File: src/rtl/spi_flash_pkg.sv
// spi_flash_pkg: shared opcodes, FSM state encoding and field widths for the SPI flash responder
package spi_flash_pkg;
  localparam logic [7:0] CMD_READ = 8'h03;
  localparam logic [7:0] CMD_RDID = 8'h9F;
  localparam int ADDR_BITS = 24;
  localparam int CMD_BITS = 8;
  typedef enum logic [2:0] {IDLE, CMD, ADDR, DATA, IGNORE} state_t;
endpackage

File: src/rtl/spi_edge_sync.sv
// spi_edge_sync: 2-flop synchronizers for SCK/CS/MOSI plus edge pulses; ports: clk, rstn, spi_clk/spi_cs/spi_mosi in; sck_rise, sck_fall, cs_hi, cs_fall, mosi out
module spi_edge_sync (
  input  logic clk,
  input  logic rstn,
  input  logic spi_clk,
  input  logic spi_cs,
  input  logic spi_mosi,
  output logic sck_rise,
  output logic sck_fall,
  output logic cs_hi,
  output logic cs_fall,
  output logic mosi
);
  logic [2:0] sck_q, sck_d, cs_q, cs_d;
  logic [1:0] mosi_q, mosi_d;
  always_comb begin
    sck_d = {sck_q[1:0], spi_clk};
    cs_d = {cs_q[1:0], spi_cs};
    mosi_d = {mosi_q[0], spi_mosi};
  end
  always_ff @(posedge clk or negedge rstn) begin
    if (!rstn) begin
      sck_q <= '0;
      cs_q <= '1;
      mosi_q <= '0;
    end else begin
      sck_q <= sck_d;
      cs_q <= cs_d;
      mosi_q <= mosi_d;
    end
  end
  assign sck_rise = sck_q[1] & ~sck_q[2];
  assign sck_fall = ~sck_q[1] & sck_q[2];
  assign cs_hi = cs_q[1];
  assign cs_fall = ~cs_q[1] & cs_q[2];
  assign mosi = mosi_q[1];
endmodule

File: src/rtl/spi_flash_responder.sv
// spi_flash_responder: mode-0 SPI flash target (READ 0x03; RDID 0x9F when SPI_FLASH_RESPONDER_READ_ID_EN) streaming backing memory; ports: clk, rstn, SPI_CLK/SPI_CS/SPI_MOSI in, SPI_MISO out, mem_addr/mem_rd_en/mem_rdata memory port, busy, cmd_err
module spi_flash_responder #(
  parameter int ADDR_W = 16,
  parameter logic [23:0] JEDEC_ID = 24'hEF4017
) (
  input  logic              clk,
  input  logic              rstn,
  input  logic              SPI_CLK,
  input  logic              SPI_CS,
  input  logic              SPI_MOSI,
  output logic              SPI_MISO,
  output logic [ADDR_W-1:0] mem_addr,
  output logic              mem_rd_en,
  input  logic [7:0]        mem_rdata,
  output logic              busy,
  output logic              cmd_err
);
  import spi_flash_pkg::*;
`ifdef SPI_FLASH_RESPONDER_READ_ID_EN
  localparam bit ID_EN = 1'b1;
`else
  localparam bit ID_EN = 1'b0;
`endif
  logic sck_rise, sck_fall, cs_hi, cs_fall, mosi;
  state_t state_q, state_d;
  logic [ADDR_W-1:0] rx_q, rx_d, rx_sh, addr_q, addr_d, mem_addr_q, mem_addr_d;
  logic [7:0] tx_q, tx_d, pf_q, pf_d;
  logic [4:0] cnt_q, cnt_d;
  logic [1:0] idx_q, idx_d;
  logic id_q, id_d, miso_q, miso_d, rd_q, rd_d, rd_tx_q, rd_tx_d;
  logic cap_q, cap_d, cap_tx_q, cap_tx_d, err_q, err_d;
  spi_edge_sync u_sync (
    .clk(clk), .rstn(rstn), .spi_clk(SPI_CLK), .spi_cs(SPI_CS), .spi_mosi(SPI_MOSI),
    .sck_rise(sck_rise), .sck_fall(sck_fall), .cs_hi(cs_hi), .cs_fall(cs_fall), .mosi(mosi)
  );
  // only the low ADDR_W bits of the shifted address survive; the opcode sits in the low byte
  assign rx_sh = ADDR_W'({rx_q, mosi});
  always_comb begin
    state_d = state_q;
    rx_d = rx_q;
    addr_d = addr_q;
    mem_addr_d = mem_addr_q;
    tx_d = tx_q;
    pf_d = pf_q;
    cnt_d = cnt_q;
    idx_d = idx_q;
    id_d = id_q;
    miso_d = miso_q;
    rd_d = 1'b0;
    rd_tx_d = 1'b0;
    cap_d = rd_q;
    cap_tx_d = rd_tx_q;
    err_d = 1'b0;
    if (cs_hi) begin
      state_d = IDLE;
      miso_d = 1'b0;
      cnt_d = '0;
      cap_d = 1'b0;
    end else begin
      case (state_q)
        IDLE: if (cs_fall) begin
          state_d = CMD;
          cnt_d = '0;
        end
        CMD: if (sck_rise) begin
          rx_d = rx_sh;
          cnt_d = cnt_q + 5'd1;
          if (cnt_q == 5'(CMD_BITS - 1)) begin
            cnt_d = '0;
            if (rx_sh[7:0] == CMD_READ) state_d = ADDR;
            else if (ID_EN && rx_sh[7:0] == CMD_RDID) begin
              state_d = DATA;
              id_d = 1'b1;
              tx_d = JEDEC_ID[23:16];
              idx_d = 2'd1;
            end else begin
              state_d = IGNORE;
              err_d = 1'b1;
            end
          end
        end
        ADDR: if (sck_rise) begin
          rx_d = rx_sh;
          cnt_d = cnt_q + 5'd1;
          if (cnt_q == 5'(ADDR_BITS - 1)) begin
            cnt_d = '0;
            state_d = DATA;
            id_d = 1'b0;
            rd_d = 1'b1;
            rd_tx_d = 1'b1;
            mem_addr_d = rx_sh;
            addr_d = rx_sh + ADDR_W'(1);
          end
        end
        DATA: begin
          // returning read data either fills tx_sr (then prefetches the next byte) or the prefetch buffer
          if (cap_q && cap_tx_q) begin
            tx_d = mem_rdata;
            rd_d = 1'b1;
            mem_addr_d = addr_q;
            addr_d = addr_q + ADDR_W'(1);
          end else if (cap_q) pf_d = mem_rdata;
          if (sck_fall) begin
            miso_d = tx_q[7];
            tx_d = {tx_q[6:0], 1'b0};
            cnt_d = cnt_q + 5'd1;
            if (cnt_q == 5'd7) begin
              cnt_d = '0;
              if (id_q) begin
                tx_d = idx_q == 2'd1 ? JEDEC_ID[15:8] : idx_q == 2'd2 ? JEDEC_ID[7:0] : 8'h00;
                idx_d = idx_q == 2'd3 ? idx_q : idx_q + 2'd1;
              end else begin
                tx_d = pf_q;
                rd_d = 1'b1;
                mem_addr_d = addr_q;
                addr_d = addr_q + ADDR_W'(1);
              end
            end
          end
        end
        default: ;
      endcase
    end
  end
  always_ff @(posedge clk or negedge rstn) begin
    if (!rstn) begin
      state_q <= IDLE;
      rx_q <= '0;
      addr_q <= '0;
      mem_addr_q <= '0;
      tx_q <= '0;
      pf_q <= '0;
      cnt_q <= '0;
      idx_q <= '0;
      id_q <= 1'b0;
      miso_q <= 1'b0;
      rd_q <= 1'b0;
      rd_tx_q <= 1'b0;
      cap_q <= 1'b0;
      cap_tx_q <= 1'b0;
      err_q <= 1'b0;
    end else begin
      state_q <= state_d;
      rx_q <= rx_d;
      addr_q <= addr_d;
      mem_addr_q <= mem_addr_d;
      tx_q <= tx_d;
      pf_q <= pf_d;
      cnt_q <= cnt_d;
      idx_q <= idx_d;
      id_q <= id_d;
      miso_q <= miso_d;
      rd_q <= rd_d;
      rd_tx_q <= rd_tx_d;
      cap_q <= cap_d;
      cap_tx_q <= cap_tx_d;
      err_q <= err_d;
    end
  end
  assign SPI_MISO = miso_q;
  assign mem_addr = mem_addr_q;
  assign mem_rd_en = rd_q;
  assign busy = state_q != IDLE;
  assign cmd_err = err_q;
endmodule

File: config.mk
export PLATFORM = sky130hd
export DESIGN_NAME = spi_flash_responder
export DESIGN_NICKNAME = d
export VERILOG_FILES = /design/src/rtl/spi_flash_pkg.sv /design/src/rtl/spi_edge_sync.sv /design/src/rtl/spi_flash_responder.sv
export SDC_FILE = /design/constraint.sdc
export NUM_CORES = 1
export LEC_CHECK = 0
export ABC_CLOCK_PERIOD_IN_PS = 3100
export BUFFER_PORTS_ARGS = -buffer_cell sky130_fd_sc_hd__buf_2
export CAP_MARGIN = 15
export CORE_AREA = 5 5 92 94
export CTS_CLUSTER_SIZE = 30
export DETAILED_ROUTE_END_ITERATION = 10
export DIE_AREA = 0 0 97 99
export GPL_ROUTABILITY_DRIVEN = 0
export HOLD_SLACK_MARGIN = 0.1
export PLACE_DENSITY = 0.81
export SKIP_CTS_REPAIR_TIMING = 1
export SLEW_MARGIN = 20
export SYNTH_ARGS = -nofsm -noshare
export SYNTH_HDL_FRONTEND = slang
export SYNTH_SLANG_ARGS = --single-unit
File: constraint.sdc
create_clock -name clk -period 3.1 [get_ports clk]
set_clock_uncertainty 0.2 [all_clocks]
set_input_delay 0.31 -clock clk [delete_from_list [all_inputs] [get_ports clk]]
set_output_delay 0.31 -clock clk [all_outputs]
set_load 0.02 [all_outputs]
### Word level (Yosys, flattened, before mapping)

Cells that the tools add are included.

* register bits after elaboration: 85
* input bits: 13
* output and inout bits: 20
* word-level logic and storage cells: 106

* add/sub/neg operators: 3
* equal/unequal tests: 14
* muxes and demuxes: 49
* bitwise gates (word level): 7
* reductions and logical operators: 17

Operator list (number)
* 16-bit 2-to-1 mux: 10
* 16-bit one-hot mux with 2 select lines: 2
* 5-bit 2-to-1 mux: 7
* 16-bit by 1-bit adder with 16-bit output, second input constant: 2
* 8-bit 2-to-1 mux: 3
* 3-bit 2-to-1 mux: 7
* 5-bit one-hot mux with 4 select lines: 1
* 3-bit by 2-bit != test with 1-bit output, second input constant: 6
* 1-bit 2-to-1 mux: 17
* 3-bit one-hot mux with 3 select lines: 1
* 8-bit by 2-bit == test with 1-bit output, second input constant: 1
* 4-bit AND reduction: 2
* 2-bit nonzero test: 4
* 3-bit by 2-bit == test with 1-bit output, second input constant: 2
* 3-bit AND reduction: 2
* 6-bit AND reduction: 1
* 5-bit by 1-bit adder with 5-bit output, second input constant: 1
* 5-bit by 3-bit == test with 1-bit output, second input constant: 1
* 5-bit == test, second input constant: 1
* 5-bit AND reduction: 1
* 5-bit nonzero test: 1
* 2-bit != test, second input constant: 2
* 1-bit NOT: 4
* 4-bit nonzero test: 1
* 8 further kinds: 10

### Longest topological paths before layout

* depth after elaboration: 6
* mapped depth: 9
* gate-level depth less buffers: 6

### Modules after synthesis

From an unflattened synthesis, not the netlist that was laid out.

* cells, all modules: 428
* area total of the unflattened synthesis: 4409.2 µm²

By module, submodules not included
* spi_flash_responder: times used 1, cells an instance 417, area an instance 4184.0 µm², sequential area each 1926.8 µm²
* spi_edge_sync: times used 1, cells an instance 11, area an instance 225.2 µm², sequential area each 203.9 µm²

### Least setup slack after synthesis

Ideal clock, no wire load.

* path type: flip-flop to flip-flop
* start: reg cnt_q[0]
* end: reg addr_q[0]
* data arrival time: 1858 ps
* required time: 2782 ps
* path slack: 924 ps
* stages on the path, launching flop included: 9
* cell sequence: dfrtp_1 ha_1 and4bb_2 a22oi_1 buf_2 clkbuf_1 nor3_1 o21a_1 a21o_1

* word-level cells in the longest chain between the ends: 4

Ends and longest elaborated chain
* start, declared: RTL line spi_flash_responder.sv:28 `logic [4:0] cnt_q, cnt_d;`
* start signal, assigned: RTL line spi_flash_responder.sv:149 `cnt_q <= cnt_d;`
* 5-bit by 3-bit == test with 1-bit output: RTL line spi_flash_responder.sv:107 `if (cnt_q == 5'd7) begin`
* 16-bit 2-to-1 mux: RTL line spi_flash_responder.sv:107
* 16-bit 2-to-1 mux: RTL line spi_flash_responder.sv:103 `if (sck_fall) begin`
* 16-bit one-hot mux with 2 select lines: RTL line spi_flash_responder.sv:60 `case (state_q)`
* end signal, assigned: RTL line spi_flash_responder.sv:145 `addr_q <= addr_d;`
* end, declared: RTL line spi_flash_responder.sv:26 `logic [ADDR_W-1:0] rx_q, rx_d, rx_sh, addr_q, addr_d, mem_addr_q, mem_addr_d;`

Parallel ways exist; a longest one is shown, timed or not.
A chain may end at the register's enable or synchronous reset.

### Worst setup path after layout

* start: reg cnt_q[0]
* end: reg mem_addr_q[15], in the netlist mem_addr[15]

* word-level cells in the longest chain between the ends: 4

Ends and longest elaborated chain
* 5-bit by 3-bit == test with 1-bit output: RTL line spi_flash_responder.sv:107
* 16-bit 2-to-1 mux: RTL line spi_flash_responder.sv:107
* 16-bit 2-to-1 mux: RTL line spi_flash_responder.sv:103
* 16-bit one-hot mux with 2 select lines: RTL line spi_flash_responder.sv:60
* end signal, assigned: RTL line spi_flash_responder.sv:146 `mem_addr_q <= mem_addr_d;`
* end, declared: RTL line spi_flash_responder.sv:26

Parallel ways exist; a longest one is shown, timed or not.

==> run summary <==
vias in the first global route -> 3368
Peak Freq -> 366 MHz
CTS H-tree depth -> 3
Vias -> 3412
post-synthesis average cell area -> 10.5 um^2
via density per instance -> 6.19
layout cells sized above 1 -> 19.2%
Final Cycle Share -> 88.1%
Top delay family on crit path -> simple AND/OR/NAND/NOR gates
Post-Place Cells -> 523
endpoints failing hold -> 0
Pre-Repair DR Iteration Count -> 5
setup TNS -> 0 ps
Commonest cells post-synth -> 82 x dfrtp_1, 30 x nand2_1, 25 x a22o_1
Async SR Flop Fraction -> 100%
Synth area leaders -> dfrtp_1 47%, mux2_2 6.2%, a22o_1 5.0%
Synth cell types -> 58
MaxCap Viol Count -> 0
clk root buf -> clkbuf_8
number of diodes -> 0
Post-synth EDFFs -> 0
Layout Nets -> 460
count of buffer and inverter cells on the critical path -> 2
cts bufs inserted -> 9
Netlist Area Pre-Place -> 4340 um^2
slowest CP cell -> nand2_1
initial antenna violation count -> 0
Rows -> 32
critical path's largest stage delay -> 520 ps
Worst VDD drop -> 0.223 mV
Finished Layout Cells -> 551
port buffer count -> 32
critical path type -> flop to flop
P&R area growth vs syn -> 12.8%
Residual DRC -> 0
area leader, netlist -> dfrtp_1
PD cells -> 467 nW/um^2
DIE AREA -> 9600 um^2
Yosys reg bits -> 85
first-pass GRT wire length -> 16600 um
Starting Density -> 57.3%
Post-Syn Instances -> 413
maximum net fanout on the critical path -> 21
worst-path cell chain -> ha_1 > and4bb_2 > a22oi_1 > buf_4 > nand2_1 > nand2_1 > buf_4 > o2bb2ai_1
grt ovf -> 0
final setup fails -> 0
Clock Sinks -> 85
latest clock arrival within the worst-skew pair -> 350 ps
status -> finished, final reports clean
met3 wire length -> 641 um
Synth top area share -> 47.3%
critical path arrival -> 2800 ps
Slew HR -> 49.7%
Startpoint Class -> flop
unrepaired setup endpoints after global routing -> no
Met2 Routed Length -> 4330 um
sequential area share after synthesis -> 49.1%
Synth Flop Type -> dfrtp_1
hold crit path type -> flop to flop
Highest Signal Layer -> met4
Global Route Usage Sum -> 21.0%
fin. max-slew vios -> 0
Met1 Wirelength -> 4380 um
Tot Pwr -> 2.29 mW
Worst Reg-to-Reg Cells -> 8
slew at the pin closest to its max-slew limit -> 755 ps
net count after synthesis -> 429
hpwl dp -> 6380 um
largest net degree at the start of global routing -> 86
hold-critical path depth -> 0
synth warn -> 0
Core Area -> 7570 um^2
Die H -> 99 um
WP data required -> 3170 ps
CP Capture Type -> flop
Crit. path cell count -> 8
clock slew at reported path FFs -> 80 ps
Final min period -> 2730 ps
IO Pins -> 33
ANT nets after route -> 0
1st-iter DRT viols -> 407
drt total wl -> 9550 um
CTS tree -> yes
count leader, synth -> dfrtp_1
DR WL/cell -> 17.3 um
Die X -> 97 um
Leak -> 2.20 nW
CTS max path bufs -> 2
kinds of logic (layout without fill, tap and decap cells):
group	after synthesis	after routing	share of synthesized area, %
flip-flops	85	85	49.1
AO/OA/AOI/OAI	113	113	18.8
XOR/XNOR	15	15	3.03
buffers and inverters	37	73	3.87
adder cells (fa/ha/maj)	3	3	0.866
AND/OR/NAND/NOR	126	126	15.7
multiplexers	34	34	8.54
cell type report:
type	instances	area, um^2
clock inverters	4	97.6
multi-input cells	291	2040
clock buffers	12	135
well taps	102	128
repair buffers	51	339
flip-flops and latches	85	2130
fillers	590	2670
inverters	6	25.0
layer usage:
layer / global-route usage (%) / up-vias
met2: 30.8 / 133
met5: 0 / -
met1: 30.3 / 1665
met3: 5.10 / 17
li1: - / 1597
met4: 7.56 / 0
final timing paths:
check	to	from	slack, ps
min in group asynchronous	pf_q[1]	rstn	380
min reg2reg	u_sync.sck_q[1]	u_sync.sck_q[0]	150
max reg2reg	mem_addr[15]	cnt_q[0]	370
min	u_sync.sck_q[1]	u_sync.sck_q[0]	150
max	mem_addr[15]	cnt_q[0]	370
max in group asynchronous	rx_q[4]	rstn	1810
placed cells by master (no fill, tap or decap), drive strengths merged, types with 3 or more instances in the layout:
master       netlist  layout
dfrtp             82      82
buf               13      39
nand2             30      30
a22o              26      26
mux2              24      24
nor2              21      21
a21oi             19      19
nand3             18      18
o21ai             17      17
dlygate4sd3        0      12
clkbuf            18      12
mux2i             10      10
a21o              10      10
xnor2             10      10
nor3               9       9
nand4              8       8
a211oi             7       7
or4                6       6
inv                6       6
nor2b              5       5
and3               5       5
or3                5       5
a31oi              5       5
xor2               5       5
a22oi              4       4
nand2b             4       4
o22ai              4       4
o2bb2ai            4       4
nor4               3       3
o211ai             3       3
and2               3       3
ha                 3       3
bufinv             0       3
dfstp              3       3
where the power goes:
part,internal [mW],total [mW],switching [mW]
clock,0.537,0.916,0.379
combinational,0.0855,0.173,0.0872
sequential,1.14,1.20,0.0563
state kept, by name (all words and copies together) (netlist names), 3 cells and up:
register / count
cnt_q: 5
u_sync.cs_q: 3
mem_addr: 16
pf_q: 8
u_sync.sck_q: 3
tx_q: 8
state_q: 3
addr_q: 16
rx_q: 15
through the flow:
stage	utilization (%)	cell area [um^2]	worst slack, ps	hold WS (ps)
6_report	64.7	4890	368	152
5_1_grt	64.7	4890	191	167
4_1_cts	63.0	4770	381	-153
3_5_place_dp	60.0	4540	409	136
3_3_place_gp	60.0	4540	476	132
2_1_floorplan	-	4340	924	-186
Power figures use the tool's default switching activity.
